`config.mk`:
```
export PLATFORM = sky130hd
export DESIGN_NAME = mem_port_arbiter_flat
export DESIGN_NICKNAME = d
export VERILOG_FILES = /design/src/rtl/mem_port_arbiter_pkg.sv /design/src/rtl/mem_port_arbiter_if.sv /design/src/rtl/mem_port_arbiter_watchdog.sv /design/src/rtl/mem_port_arbiter.sv /design/src/flat_wrapper.sv
export SDC_FILE = /design/constraint.sdc
export NUM_CORES = 1
export LEC_CHECK = 0
export CAP_MARGIN = 20
export CORE_AREA = 4 4 102 104
export DETAILED_ROUTE_END_ITERATION = 10
export DIE_AREA = 0 0 106 108
export DONT_BUFFER_PORTS = 1
export HOLD_SLACK_MARGIN = 0.03
export SLEW_MARGIN = 25
export SYNTH_ARGS = -nofsm -noshare
export SYNTH_HDL_FRONTEND = slang
export SYNTH_SLANG_ARGS = --single-unit
```
`constraint.sdc`:
```
create_clock -name clk -period 3.4 [get_ports clk]
set_input_delay 0 -clock clk [delete_from_list [all_inputs] [get_ports clk]]
set_output_delay 0 -clock clk [all_outputs]
set_load 0.02 [all_outputs]
```
`src/rtl/mem_port_arbiter_pkg.sv`:
```
// mem_port_arbiter_pkg
//   Shared definitions for the memory port arbiter slice: the arbiter state
//   encoding (grant owner is implied by the state) and the default watchdog
//   timeout in cycles.
package mem_port_arbiter_pkg;

  typedef enum logic [1:0] {
    ARB_IDLE   = 2'd0,  // no transaction outstanding
    ARB_BUSY_I = 2'd1,  // instruction fetch owns the external port
    ARB_BUSY_D = 2'd2   // load/store owns the external port
  } arb_state_t;

  localparam int DEFAULT_TIMEOUT = 255;

endpackage

```
`src/rtl/mem_port_arbiter_if.sv`:
```
// mem_port_arbiter_if
//   Bundles the core-side fetch/data request signals, the external memory
//   port and the sticky error flag.
//   modport master : the arbiter (takes core requests, masters the external
//                    memory port, returns stalls/read data/error).
//   modport slave  : the surroundings (core + memory controller).
//   Handshake: a core request (inst_ren, or data_ren/data_wen) is held
//   stable while its stall is 1; the transfer completes in the cycle its
//   stall falls, and read data is valid only in that cycle. On the memory
//   side ext_req/ext_we/ext_addr/ext_wdata stay constant until ext_ack, a
//   one-cycle completion pulse that carries ext_rdata for reads.
interface mem_port_arbiter_if #(
  parameter int ADDR_W = 32,
  parameter int DATA_W = 32
);
  import mem_port_arbiter_pkg::*;

  logic              inst_ren;
  logic [ADDR_W-1:0] inst_addr;
  logic [DATA_W-1:0] inst_data;
  logic              inst_stall;

  logic              data_ren;
  logic              data_wen;
  logic [ADDR_W-1:0] data_addr;
  logic [DATA_W-1:0] data_wdata;
  logic [DATA_W-1:0] data_rdata;
  logic              data_stall;

  logic              ext_req;
  logic              ext_we;
  logic [ADDR_W-1:0] ext_addr;
  logic [DATA_W-1:0] ext_wdata;
  logic              ext_ack;
  logic [DATA_W-1:0] ext_rdata;

  logic              mem_err;

  modport master (
    input  inst_ren, inst_addr,
    input  data_ren, data_wen, data_addr, data_wdata,
    input  ext_ack, ext_rdata,
    output inst_data, inst_stall,
    output data_rdata, data_stall,
    output ext_req, ext_we, ext_addr, ext_wdata,
    output mem_err
  );

  modport slave (
    output inst_ren, inst_addr,
    output data_ren, data_wen, data_addr, data_wdata,
    output ext_ack, ext_rdata,
    input  inst_data, inst_stall,
    input  data_rdata, data_stall,
    input  ext_req, ext_we, ext_addr, ext_wdata,
    input  mem_err
  );

endinterface

```
`src/rtl/mem_port_arbiter_watchdog.sv`:
```
// arb_watchdog
//   Counts cycles a granted transaction waits for its ack. The count is
//   cleared on grant, steps while count_en is high and saturates at TIMEOUT.
//   err sets on the edge the count reaches TIMEOUT and stays set until
//   reset. TIMEOUT = 0 leaves the count at zero, so err never sets.
//   Ports: clk, rst (sync, active-low), clear, count_en, err.
module arb_watchdog
  import mem_port_arbiter_pkg::*;
#(
  parameter int TIMEOUT = DEFAULT_TIMEOUT
) (
  input  logic clk,
  input  logic rst,
  input  logic clear,
  input  logic count_en,
  output logic err
);

  localparam int CNT_W = (TIMEOUT < 2) ? 1 : $clog2(TIMEOUT + 1);
  localparam logic [CNT_W-1:0] LIMIT = CNT_W'(TIMEOUT);
  localparam logic [CNT_W-1:0] ONE   = CNT_W'(1);

  logic [CNT_W-1:0] cnt;
  logic [CNT_W-1:0] cnt_inc;

  assign cnt_inc = cnt + ONE;

  always_ff @(posedge clk) begin
    if (!rst) begin
      cnt <= '0;
      err <= 1'b0;
    end else if (clear) begin
      cnt <= '0;
    end else if (count_en && (cnt != LIMIT)) begin
      cnt <= cnt_inc;
      if (cnt_inc == LIMIT) err <= 1'b1;
    end
  end

endmodule

```
`src/rtl/mem_port_arbiter.sv`:
```
// mem_port_arbiter
//   Shares one multi-cycle memory port between instruction fetch and
//   load/store. Data requests win; grants are issued from IDLE only, so
//   back-to-back transactions are separated by one IDLE cycle. A watchdog
//   raises the sticky mem_err when a transaction waits TIMEOUT cycles.
//   Ports: clk, rst (sync, active-low), bus (mem_port_arbiter_if.master),
//          dbg_state (current arbiter state, for observation only).
module mem_port_arbiter
  import mem_port_arbiter_pkg::*;
#(
  parameter int ADDR_W  = 32,
  parameter int DATA_W  = 32,
  parameter int TIMEOUT = DEFAULT_TIMEOUT
) (
  input  logic                clk,
  input  logic                rst,
  mem_port_arbiter_if.master  bus,
  output arb_state_t          dbg_state
);

  arb_state_t        state, state_next;
  logic              req_q, req_d;
  logic              we_q, we_d;
  logic [ADDR_W-1:0] addr_q, addr_d;
  logic [DATA_W-1:0] wdata_q, wdata_d;
  logic              grant;
  logic              data_req;
  logic              ack_i, ack_d;

  assign data_req = bus.data_ren | bus.data_wen;
  // An ack only means something while a transaction is outstanding; a stray
  // ack in IDLE (e.g. after a reset abandoned a transaction) is ignored.
  assign ack_i = (state == ARB_BUSY_I) & bus.ext_ack;
  assign ack_d = (state == ARB_BUSY_D) & bus.ext_ack;

  always_ff @(posedge clk) begin
    if (!rst) begin
      state   <= ARB_IDLE;
      req_q   <= 1'b0;
      we_q    <= 1'b0;
      addr_q  <= '0;
      wdata_q <= '0;
    end else begin
      state   <= state_next;
      req_q   <= req_d;
      we_q    <= we_d;
      addr_q  <= addr_d;
      wdata_q <= wdata_d;
    end
  end

  always_comb begin
    state_next = state;
    req_d      = req_q;
    we_d       = we_q;
    addr_d     = addr_q;
    wdata_d    = wdata_q;
    grant      = 1'b0;
    case (state)
      ARB_IDLE: begin
        if (data_req) begin
          state_next = ARB_BUSY_D;
          req_d      = 1'b1;
          we_d       = bus.data_wen;
          addr_d     = bus.data_addr;
          wdata_d    = bus.data_wdata;
          grant      = 1'b1;
        end else if (bus.inst_ren) begin
          state_next = ARB_BUSY_I;
          req_d      = 1'b1;
          we_d       = 1'b0;
          addr_d     = bus.inst_addr;
          grant      = 1'b1;
        end
      end
      ARB_BUSY_I, ARB_BUSY_D: begin
        // A fetch flushed mid-flight still runs to its ack; only the
        // returned word is dropped.
        if (bus.ext_ack) begin
          state_next = ARB_IDLE;
          req_d      = 1'b0;
        end
      end
      default: begin
        state_next = ARB_IDLE;
        req_d      = 1'b0;
      end
    endcase
  end

  assign bus.ext_req   = req_q;
  assign bus.ext_we    = we_q;
  assign bus.ext_addr  = addr_q;
  assign bus.ext_wdata = wdata_q;

  assign bus.inst_stall = bus.inst_ren & ~ack_i;
  assign bus.data_stall = data_req & ~ack_d;

  // Read data is exposed only in the owner's ack cycle; a flushed fetch and
  // a store ack return nothing.
  assign bus.inst_data  = (ack_i & bus.inst_ren) ? bus.ext_rdata : '0;
  assign bus.data_rdata = (ack_d & ~we_q) ? bus.ext_rdata : '0;

  assign dbg_state = state;

  arb_watchdog #(
    .TIMEOUT (TIMEOUT)
  ) u_watchdog (
    .clk      (clk),
    .rst      (rst),
    .clear    (grant),
    .count_en ((state != ARB_IDLE) & ~bus.ext_ack),
    .err      (bus.mem_err)
  );

endmodule

```
`src/flat_wrapper.sv`:
```
// flat-port wrapper written by rule: the top's interface ports become plain ports
module mem_port_arbiter_flat import mem_port_arbiter_pkg::*;
#(
  parameter int ADDR_W  = 32,
  parameter int DATA_W  = 32,
  parameter int TIMEOUT = DEFAULT_TIMEOUT
)
  (clk, rst, dbg_state, bus_inst_ren, bus_inst_addr, bus_data_ren, bus_data_wen, bus_data_addr, bus_data_wdata, bus_ext_ack, bus_ext_rdata, bus_inst_data, bus_inst_stall, bus_data_rdata, bus_data_stall, bus_ext_req, bus_ext_we, bus_ext_addr, bus_ext_wdata, bus_mem_err);
  mem_port_arbiter_if #(.ADDR_W(ADDR_W), .DATA_W(DATA_W)) bus_i ();
  input  logic clk;
  input  logic rst;
  output arb_state_t dbg_state;
  input wire logic [$bits(bus_i.inst_ren)-1:0] bus_inst_ren;
  input wire logic [$bits(bus_i.inst_addr)-1:0] bus_inst_addr;
  input wire logic [$bits(bus_i.data_ren)-1:0] bus_data_ren;
  input wire logic [$bits(bus_i.data_wen)-1:0] bus_data_wen;
  input wire logic [$bits(bus_i.data_addr)-1:0] bus_data_addr;
  input wire logic [$bits(bus_i.data_wdata)-1:0] bus_data_wdata;
  input wire logic [$bits(bus_i.ext_ack)-1:0] bus_ext_ack;
  input wire logic [$bits(bus_i.ext_rdata)-1:0] bus_ext_rdata;
  output wire logic [$bits(bus_i.inst_data)-1:0] bus_inst_data;
  output wire logic [$bits(bus_i.inst_stall)-1:0] bus_inst_stall;
  output wire logic [$bits(bus_i.data_rdata)-1:0] bus_data_rdata;
  output wire logic [$bits(bus_i.data_stall)-1:0] bus_data_stall;
  output wire logic [$bits(bus_i.ext_req)-1:0] bus_ext_req;
  output wire logic [$bits(bus_i.ext_we)-1:0] bus_ext_we;
  output wire logic [$bits(bus_i.ext_addr)-1:0] bus_ext_addr;
  output wire logic [$bits(bus_i.ext_wdata)-1:0] bus_ext_wdata;
  output wire logic [$bits(bus_i.mem_err)-1:0] bus_mem_err;
  assign bus_i.inst_ren = bus_inst_ren;
  assign bus_i.inst_addr = bus_inst_addr;
  assign bus_i.data_ren = bus_data_ren;
  assign bus_i.data_wen = bus_data_wen;
  assign bus_i.data_addr = bus_data_addr;
  assign bus_i.data_wdata = bus_data_wdata;
  assign bus_i.ext_ack = bus_ext_ack;
  assign bus_i.ext_rdata = bus_ext_rdata;
  assign bus_inst_data = bus_i.inst_data;
  assign bus_inst_stall = bus_i.inst_stall;
  assign bus_data_rdata = bus_i.data_rdata;
  assign bus_data_stall = bus_i.data_stall;
  assign bus_ext_req = bus_i.ext_req;
  assign bus_ext_we = bus_i.ext_we;
  assign bus_ext_addr = bus_i.ext_addr;
  assign bus_ext_wdata = bus_i.ext_wdata;
  assign bus_mem_err = bus_i.mem_err;
  mem_port_arbiter #(.ADDR_W(ADDR_W), .DATA_W(DATA_W), .TIMEOUT(TIMEOUT)) u_core (.clk(clk), .rst(rst), .bus(bus_i), .dbg_state(dbg_state));
endmodule
```
==> impl_metrics.yaml, run 1 <==
clock_tree:
  cts_inserted_buffers: 9
  cts_hold_buffers: 120
  cts_htree_levels: 3
  clkSinkCount: 77
  cts_setup_buffers: 0
  clockBufferDepth: 2
  cts_resized: 0
  cts-root-buf: "clkbuf_8"
logic_synthesis:
  synth.distinct_cells: 41
  syn_inst: 479
  synthTopCellsByCount: "nand2_1 (134), dfxtp_1 (77), and2_1 (65)"
  synth_top_area_share_pct: 38.6
  async_flop_share_pct: 0
  synth_area_mm2: 0.00400
  ys_ff_latch: 77
  synth_top_area_cell: "dfxtp_1"
  synth_area_leaders: "dfxtp_1 (39%), nand2_1 (13%), and2_1 (10%)"
  yosys_warnings: 0
  synth-seq-area-share_pct: 38.6
  synth_edf_count: 0
  synth_ff_type: "dfxtp_1"
  synthesis.nets: 618
  yosysMostFrequentCell: "nand2_1"
  syn_avg_cell_area_um2: 8.35
placed_design:
  gp_congestion: 0.803
  numPortBuffers: 0
  dpl.hpwl_um: 8760
run_status:
  firstError: "[ERROR RSZ-0060] Max buffer count reached."
  lastStage: "clock tree synthesis (4_1_cts)"
  status: "did not finish"
die:
  start_util_pct: 41.9
  dieWidth_um: 106
  io_pins: 269
  rows: 36
  die_h_um: 108
metrics by stage:
step / std cells / cell area [um^2] / hold slack, ns / util, % / worst slack (ns)
2_1_floorplan: 479 / 4000 / 0.133 / - / 1.59
3_3_place_gp: 580 / 4000 / 0.140 / 41.9 / 1.35
3_5_place_dp: 580 / 4000 / 0.143 / 41.9 / 1.24
logic make-up after synthesis:
logic type                 count (synthesis)  share of synthesized area [%]
buffers and inverters                     42                           5.70
muxes                                      1                          0.250
and+or+nand+nor                          265                           34.4
adders and majority gates                  5                           1.56
DFF                                       77                           38.6
xor gates and xnor gates                   6                           1.31
AOI/OAI and AO/OA                         83                           18.2
==> run 2: changes to the inputs <==
CORE_AREA = not set   (was 4 4 102 104)
CORE_MARGIN = 4   (was not set)
CORE_UTILIZATION = 40   (was not set)
DIE_AREA = not set   (was 0 0 106 108)
HOLD_SLACK_MARGIN = not set   (was 0.03)
PLACE_DENSITY_LB_ADDON = 0.15   (was not set)
==> run 2 against run 1 <==
The flow now finishes without violations. Synthesized cell count did not move. Synthesized area did not move.
==> impl_metrics.yaml, run 2 <==
logic_synthesis:
  synth_top_area_share_pct: 38.6
  synth_xor_area_share_pct: 1.31
  synth_top_area_cell: "dfxtp_1"
  synthSimpleGateAreaFrac_pct: 34.4
  synth_ff_type: "dfxtp_1"
  synth_area_mm2: 0.00400
  synth_compound_area_share_pct: 18.2
  synthesis.nets: 618
  syn_inst: 479
  synth.distinct_cells: 41
  synth_area_leaders: "dfxtp_1 (39%), nand2_1 (13%), and2_1 (10%)"
  yosysMostFrequentCell: "nand2_1"
  ys_ff_latch: 77
  yosys_warnings: 0
  syn_avg_cell_area_um2: 8.35
  yosys-mux-area-fraction_pct: 0.250
  synth_top_family_by_area: "simple AND/OR/NAND/NOR gates"
  synth_edf_count: 0
  synth-adder-area-share_pct: 1.56
  synth-seq-area-share_pct: 38.6
  synthTopCellsByCount: "nand2_1 (134), dfxtp_1 (77), and2_1 (65)"
  async_flop_share_pct: 0
power:
  combPwrFrac_pct: 24.1
  worst_ir_drop_vdd_mv: 0.298
  pwr-share-seq_pct: 50.4
  switchingPower_mw: 0.845
  p_clk_share_pct: 25.5
  power_density_mw_per_mm2: 465
  switching_share_pct: 35.0
  internal-power_mw: 1.57
  power.leakage_nw: 2.29
sta:
  relSlewSlack_pct: 47.7
  slew_violations: 0
  rsz0062_at_grt: "no"
  worst-slew-pin-transition_ns: 0.784
  max_freq_mhz: 358
  fin_crit_sh_pct: 82.2
  min_period_ns: 2.80
  setup_viol: 0
  setup-tns-final_ns: 0
  layout_setup_ws_ns: 0.604
  hold_violations: 0
  skew_ns: 0.0115
route:
  drt_iter0_drc: 220
  route.detailed.drc: 0
  vias: 3731
  vias_per_cell: 5.35
  routed_wl_um: 13400
  drt-pass1-iter-count: 4
  avgRoutedWirePerCell_um: 19.2
  postRouteAntennaNets: 0
global_routing:
  grt-busiest-layer: "met2"
  grt_usage_pct: 22.3
  gr-usage-met2_pct: 42.5
  grt_max_degree: 71
  grt_pass1_wl_um: 20000
  grt_pass1_vias: 3843
  met3_usage_pct: 6.75
  antenna_found_initial: 0
  grt-ovfl-total: 0
  met1_usage_pct: 21.8
layout:
  nFillCells: 879
  regArea_mm2: 0.00154
  finalNetCount: 698
  fin_area_mm2: 0.00519
  final_cells: 697
  antenna_cells: 0
  layout_commonest_cell: "nand2_1"
  utilization_pct: 53.1
  area_growth_pct: 30.0
  drive_gt1_share_pct: 8.87
  multi_input_comb_area_mm2: 0.00223
  final_cell_mix: "nand2_1 (133), dlygate4sd3_1 (99), dfxtp_1 (77)"
clock_tree:
  cts_inserted_buffers: 9
  tritoncts: "built"
  clockBufferDepth: 2
  clkTransAtPathRegs_ns: 0.08
  clkSinkCount: 77
  cts_setup_buffers: 0
  cts_resized: 0
  cts_htree_levels: 3
  insertion_delay_ns: 0.35
  cts-root-buf: "clkbuf_8"
die:
  rows: 36
  core_mm2: 0.00977
  die_h_um: 108
  start_util_pct: 40.9
  io_pins: 269
  dieArea_mm2: 0.0117
  dieWidth_um: 108
placed_design:
  dpl.hpwl_um: 8950
  placed_cell_area_mm2: 0.00401
  pre_cts_ws_ns: 1.22
  numPortBuffers: 0
  dp.cells: 581
  gp_congestion: 0.780
worst_setup_path:
  arrival_ns: 3.03
  startpoint_type: "flip-flop"
  critical_path_class: "reg2reg"
  critPathSlowestCell: "o21a_2"
  endpoint_kind: "flip-flop"
  path_cells: "inv_1 > ha_1 > o21a_2 > buf_4 > nand3_2 > dlygate4sd3_1 > o211a_1"
  crit_fanout: 30
  slowest_delay_ns: 0.61
  worst_ep_required_time_ns: 3.64
run_status:
  status: "completed"
hold_path:
  holdCritPathClass: "in2reg"
flow_run:
  max_cap_violations: 0
==> run 2: worst max-delay path, delay by kind of cell (launching register included) <==
family                     cells  cell delay, ns
buffers and inverters          3            1.12
and+or+nand+nor                1            0.09
DFF                            1            0.40
AOI/OAI and AO/OA              2            0.76
adders and majority gates      1            0.32
==> run 2: logic make-up after synthesis <==
kind of cell | Yosys count
compound gates | 83
xor+xnor | 6
flops | 77
mux | 1
buf+inv | 42
simple gates | 265
fa+ha+maj | 5
==> run 2: area by class of cell <==
| type | instances | share of cell area [%] |
|---|---|---|
| Multi-Input combinational cell | 360 | 43.0 |
| Sequential cell | 77 | 29.7 |
| Timing Repair Buffer | 106 | 20.5 |
| Tap cell | 133 | 3.20 |
| Clock buffer | 13 | 2.87 |
| Clock inverter | 3 | 0.409 |
| Inverter | 5 | 0.361 |
==> run 2: power groups by stage <==
| stage | Clock (mW) | Combinational [mW] | Sequential (mW) |
|---|---|---|---|
| after detailed placement | 0 | 0.404 | 1.24 |
| after CTS | 0.642 | 0.568 | 1.22 |
| final | 0.616 | 0.582 | 1.22 |
| after global placement | 0 | 0.391 | 1.24 |
| after floorplan | 0 | 0.379 | 1.20 |
| after global routing | 0.680 | 0.642 | 1.23 |
==> run 2: routing by layer <==
metal | vias up | share of wire [%]
met5 | - | 0
met4 | 0 | 3.0
met3 | 23 | 8.1
met1 | 1770 | 35
met2 | 183 | 54
li1 | 1755 | -
==> run 2: timing repair <==
item	in CTS	in global routing
setup endpoints to repair	0	0
hold buffers	100	0
endpoints found under the hold margin	77	0
==> run 2: per-stage QoR <==
stage	total power, mW	hold WS [ns]
after global placement	1.63	0.139
after detailed placement	1.64	0.143
after floorplan	1.58	0.133
after CTS	2.43	0.00532
after global routing	2.55	0.0178
final	2.42	0.0194
==> run 2: path summary, 6_finish.rpt <==
kind	start	to	slack, ns	cells past startpoint
min reg2reg	u_core.u_watchdog.cnt[7]	u_core.u_watchdog.cnt[7]	0.55	1
min	rst	u_core.bus.ext_addr[24]	0.02	2
max reg2reg	u_core.dbg_state[1]	u_core.bus.ext_addr[30]	0.60	7
max	u_core.dbg_state[1]	u_core.bus.ext_addr[30]	0.60	7
Note: power is estimated with default switching activity, not from simulation.
==> run 3: changes to the inputs <==
ABC_AREA = 1   (was not set)
CORE_AREA = 4 4 104 106   (was not set)
CORE_MARGIN = not set   (was 4)
CORE_UTILIZATION = not set   (was 40)
DIE_AREA = 0 0 108 110   (was not set)
clock period = 2.5 ns   (was 3.4 ns; I/O delays follow)
==> run 3 against run 2 <==
Utilization rose by 5.0 points. Sequential power rose by 36%. Design area up 9.4%. Count of clock-buffer cells in the layout shrank 1. Clock power up 74%. Die area is 1.9% higher. First-iteration DRC count increased by 68%. Setup slack got worse by 0.44 ns. Register-to-register slack worse by 0.44 ns. Synthesized area is 9.1% lower. Largest cell class is now buffers.
==> impl_metrics.yaml, run 3 <==
run_status:
  status: "completed"
route:
  postRouteAntennaNets: 0
  drt_iter0_drc: 370
  vias_per_cell: 5.10
  avgRoutedWirePerCell_um: 17.0
  drt-pass1-iter-count: 5
  vias: 4315
  routed_wl_um: 14400
  route.detailed.drc: 0
clock_tree:
  clkSinkCount: 77
  clockBufferDepth: 2
  clkTransAtPathRegs_ns: 0.08
  cts_htree_levels: 3
  tritoncts: "built"
  insertion_delay_ns: 0.35
  cts_setup_buffers: 0
  cts-root-buf: "clkbuf_8"
  cts_inserted_buffers: 9
layout:
  antenna_cells: 0
  nFillCells: 824
  area_growth_pct: 56.4
  drive_gt1_share_pct: 13.7
  layout_commonest_cell: "nor2_1"
  finalNetCount: 847
  final_cell_mix: "nor2_1 (142), dlygate4sd3_1 (123), o21ai_0 (97)"
worst_setup_path:
  arrival_ns: 2.63
  worst_ep_required_time_ns: 2.79
  crit_fanout: 44
  path_cells: "inv_1 > ha_1 > inv_1 > nor2_8 > inv_4 > nand2_4 > buf_12 > o21ai_0 > a31oi_1 > dlygate4sd3_1"
  critical_path_class: "reg2reg"
  crit_buf_inv: 5
  startpoint_type: "flip-flop"
  critPathSlowestCell: "dlygate4sd3_1"
  slowest_delay_ns: 0.58
  cpLargestDelayFamily: "buffers and inverters"
  endpoint_kind: "flip-flop"
  path_common_cell: "inv_1"
sta:
  worst-slew-pin-transition_ns: 0.826
  fin_crit_sh_pct: 93.4
  hold_violations: 0
  relSlewSlack_pct: 44.4
  slew_violations: 0
  max_freq_mhz: 428
  setup_viol: 0
  rsz0062_at_grt: "no"
  setup-tns-final_ns: 0
  min_period_ns: 2.33
  skew_ns: 0.00508
global_routing:
  met3_usage_pct: 7.45
  grt-busiest-layer: "met2"
  grt_pass1_vias: 4300
  grt-ovfl-total: 0
  grt_pass1_wl_um: 21600
  met1_usage_pct: 24.2
  grt_usage_pct: 23.3
  gr-usage-met2_pct: 42.8
  grt_max_degree: 68
  antenna_found_initial: 0
logic_synthesis:
  synth_ff_type: "dfxtp_1"
  synth_top_area_share_pct: 42.4
  synthesis.nets: 676
  synth_area_mm2: 0.00363
  syn_inst: 537
  synth_top_area_cell: "dfxtp_1"
  yosys_warnings: 0
  synth_edf_count: 0
  ys_ff_latch: 77
  synth_area_leaders: "dfxtp_1 (42%), nor2_1 (15%), o21ai_0 (13%)"
  synth-seq-area-share_pct: 42.4
  async_flop_share_pct: 0
  synthTopCellsByCount: "nor2_1 (142), o21ai_0 (97), dfxtp_1 (77)"
  yosysMostFrequentCell: "nor2_1"
  syn_avg_cell_area_um2: 6.77
  synth.distinct_cells: 28
die:
  core_mm2: 0.00977
  io_pins: 269
  dieArea_mm2: 0.0119
  start_util_pct: 37.2
  rows: 36
  dieWidth_um: 108
  die_h_um: 110
power:
  power_density_mw_per_mm2: 623
  worst_ir_drop_vdd_mv: 0.349
  finalPower_mw: 3.54
  power.leakage_nw: 2.59
placed_design:
  numPortBuffers: 0
  dpl.hpwl_um: 9000
  gp_congestion: 0.775
hold_path:
  holdCritPathClass: "in2reg"
flow_run:
  max_cap_violations: 0
-- run 3: changes by cell type in the layout (fill, tap and decap cells not counted), moves of 32 or more --
cell     before  now
nor2_1        8  142
o21ai_0       0   97
nand2_1     133   62
and2_1       65    0
buf_4         6   71
inv_1         5   46
a31oi_1       0   32
o211a_1      32    0
-- run 3: path summary, 6_finish.rpt --
check	start	end	slack, ns	cells after the start
worst max register to register	u_core.dbg_state[0]	u_core.bus.ext_addr[22]	0.17	10
worst min register to register	u_core.u_watchdog.cnt[6]	u_core.u_watchdog.cnt[6]	0.48	2
worst min-delay path	rst	u_core.bus.ext_wdata[3]	0.05	3
worst max-delay path	u_core.dbg_state[0]	u_core.bus.ext_addr[22]	0.17	10
-- run 3: final cells by class --
cell class                 instances  area, um^2  share of cell area, %
tap                              133         166                   2.93
timing repair buffer             196        1800                   31.7
clock buffer                      12         155                   2.73
multi-input combinational        375        1760                   30.9
sequential                        77        1540                   27.1
clock inverter                     4        70.1                   1.23
inverter                          49         188                   3.30
-- run 3: per-stage QoR --
stage	instance area [um^2]	cells	worst slack [ns]	util, %	hold slack (ns)
floorplan	3630	537	0.882	-	0.133
finish	5680	846	0.166	58.1	0.0527
CTS	5680	846	0.119	58.1	0.000551
detailed placement	4200	706	0.669	43.0	0.143
global route	5680	846	0.0378	58.1	0.0313
global placement	4200	706	0.760	43.0	0.137
-- run 3: timing repair --
| item | 4_1_cts | 5_1_grt |
|---|---|---|
| hold buffers | 124 | 0 |
| hold endpoints to repair | 77 | 0 |
| resized for setup | 0 | 1 |
| setup endpoints to repair | 0 | 22 |
-- run 3: cell families (layout without fill, tap and decap cells) --
kind of cell               Yosys count  count (layout)  share of synthesized area [%]
AOI/OAI and AO/OA                  146             146                           21.6
xor gates and xnor gates             1               1                          0.241
adders and majority gates            5               5                           1.72
buffers and inverters               85             261                           9.36
DFF                                 77              77                           42.4
and+or+nand+nor                    223             223                           24.6
-- run 3: layer usage --
layer / vias up / wire length, um
met5: - / 0
met1: 1958 / 5060
met3: 32 / 1380
met2: 249 / 7540
met4: 0 / 385
li1: 2076 / -
-- run 3: report_power, final --
| part | leakage (nW) | total, mW | switching [mW] | internal [mW] |
|---|---|---|---|---|
| clock network | 0.116 | 1.07 | 0.458 | 0.614 |
| logic | 1.84 | 0.807 | 0.416 | 0.391 |
| registers | 0.638 | 1.66 | 0.286 | 1.38 |
-- run 3: worst register-to-register path: stages (launching register included) --
cell,delay (ns)
dfxtp_1,0.31
inv_1,0.09
ha_1,0.21
inv_1,0.12
nor2_8,0.13
inv_4,0.04
nand2_4,0.20
buf_12,0.26
o21ai_0,0.14
a31oi_1,0.20
dlygate4sd3_1,0.58
==> run 4: changes to the inputs <==
CORE_AREA = not set   (was 4 4 104 106)
CORE_MARGIN = 4   (was not set)
CORE_UTILIZATION = 25   (was not set)
DIE_AREA = not set   (was 0 0 108 110)
==> run 4 against run 3 <==
Hold slack got worse by 0.014 ns. Critical path type unchanged. First-iteration DRC count decreased by 52%. Combinational power shrank 3.8%. Register-to-register slack gained 0.04 ns. Maximum frequency rose by 1.8%. Design area increased by 0.64%. Utilization shrank 17 points. Non-clock buffer count is 10 lower. Clock skew grew 0.0030 ns. Clock power is 18% higher.
==> impl_metrics.yaml, run 4 (synthesized netlist as in run 3, its figures left out) <==
power:
  power.leakage_nw: 2.55
  power_density_mw_per_mm2: 647
  worst_ir_drop_vdd_mv: 0.287
die:
  die_h_um: 129
  core_mm2: 0.0140
  dieWidth_um: 129
  start_util_pct: 25.9
  dieArea_mm2: 0.0165
  io_pins: 269
  rows: 43
hold_path:
  holdCritPathClass: "in2reg"
clock_tree:
  cts_htree_levels: 3
  clockBufferDepth: 2
  cts_inserted_buffers: 9
  clkTransAtPathRegs_ns: 0.06
  insertion_delay_ns: 0.34
  cts-root-buf: "clkbuf_16"
  cts_setup_buffers: 0
  clkSinkCount: 77
  tritoncts: "built"
route:
  postRouteAntennaNets: 0
  drt_iter0_drc: 178
  vias: 4225
  drt-pass1-iter-count: 4
  route.detailed.drc: 0
  routed_wl_um: 15100
  vias_per_cell: 4.80
  avgRoutedWirePerCell_um: 17.1
sta:
  relSlewSlack_pct: 44.7
  fin_crit_sh_pct: 91.7
  slew_violations: 0
  min_period_ns: 2.29
  max_freq_mhz: 436
  hold_violations: 0
  skew_ns: 0.00808
  worst-slew-pin-transition_ns: 0.822
  setup-tns-final_ns: 0
  rsz0062_at_grt: "no"
  setup_viol: 0
layout:
  antenna_cells: 0
  drive_gt1_share_pct: 14.0
  final_cell_mix: "nor2_1 (142), dlygate4sd3_1 (112), o21ai_0 (96)"
  finalNetCount: 837
  fin_area_mm2: 0.00572
  final_cells: 881
  area_growth_pct: 57.3
  layout_commonest_cell: "nor2_1"
placed_design:
  gp_congestion: 0.798
  dpl.hpwl_um: 9770
  numPortBuffers: 0
  dp.cells: 753
  placed_cell_area_mm2: 0.00426
global_routing:
  grt-ovfl-total: 0
  grt_usage_pct: 16.9
  grt_pass1_vias: 4144
  antenna_found_initial: 0
  grt_pass1_wl_um: 21900
  grt_max_degree: 62
worst_setup_path:
  arrival_ns: 2.51
  r2r_slack_ns: 0.21
  crit_fanout: 24
  endpoint_kind: "flip-flop"
  startpoint_type: "flip-flop"
  worst_ep_required_time_ns: 2.72
  critical_path_class: "reg2reg"
flow_run:
  max_cap_violations: 0
run_status:
  status: "completed"
run 4: final timing paths:
check / startpoint / endpoint / cells after the start
min reg2reg: u_core.u_watchdog.cnt[6] / u_core.u_watchdog.cnt[6] / 2
max reg2reg: u_core.dbg_state[0] / u_core.bus.ext_addr[0] / 11
max: u_core.dbg_state[0] / u_core.bus.ext_addr[0] / 11
min: rst / u_core.bus.ext_wdata[28] / 3
run 4: worst max-delay path, cell delays in order, from the launching register on:
cell	delay [ns]
dfxtp_1	0.31
buf_4	0.16
inv_1	0.07
ha_1	0.24
inv_1	0.15
nor2_8	0.06
inv_4	0.07
nand2_8	0.11
buf_12	0.19
o21ai_1	0.16
a31oi_1	0.06
dlygate4sd3_1	0.57
run 4: stage by stage:
stage               hold WS (ns)  util, %  total power, mW  worst slack (ns)
floorplan                  0.133        -             2.05             0.882
global placement           0.137     30.3             2.20             0.638
detailed placement         0.144     30.3             2.21             0.553
finish                    0.0383     40.7             3.70             0.207
CTS                       0.0172     40.5             3.70            0.0188
global route              0.0392     40.7             3.87            0.0721
run 4: layout make-up:
cell class / instances / area (um^2)
multi-input combinational: 375 / 1770
sequential: 77 / 1540
tap: 180 / 225
clock buffer: 9 / 225
fill: 1400 / 8320
clock inverter: 5 / 53.8
inverter: 49 / 188
timing repair buffer: 186 / 1720
run 4: layer usage:
layer	vias up	part of all wire (%)	GRT usage, %
li1	2056	-	-
met1	1939	37	17.1
met2	215	52	32.5
met3	15	9.6	5.94
met4	0	1.4	5.19
met5	-	0	0
run 4: where the power goes:
group	leakage, nW	switching [mW]	internal [mW]
Combinational	1.77	0.414	0.362
Sequential	0.638	0.286	1.38
Clock	0.141	0.504	0.758
run 4: what timing repair did:
item                                   CTS  global route
hold buffers                           113             0
endpoints found under the hold margin   77             0
setup endpoints to repair                0            17
resized for setup                        0             3
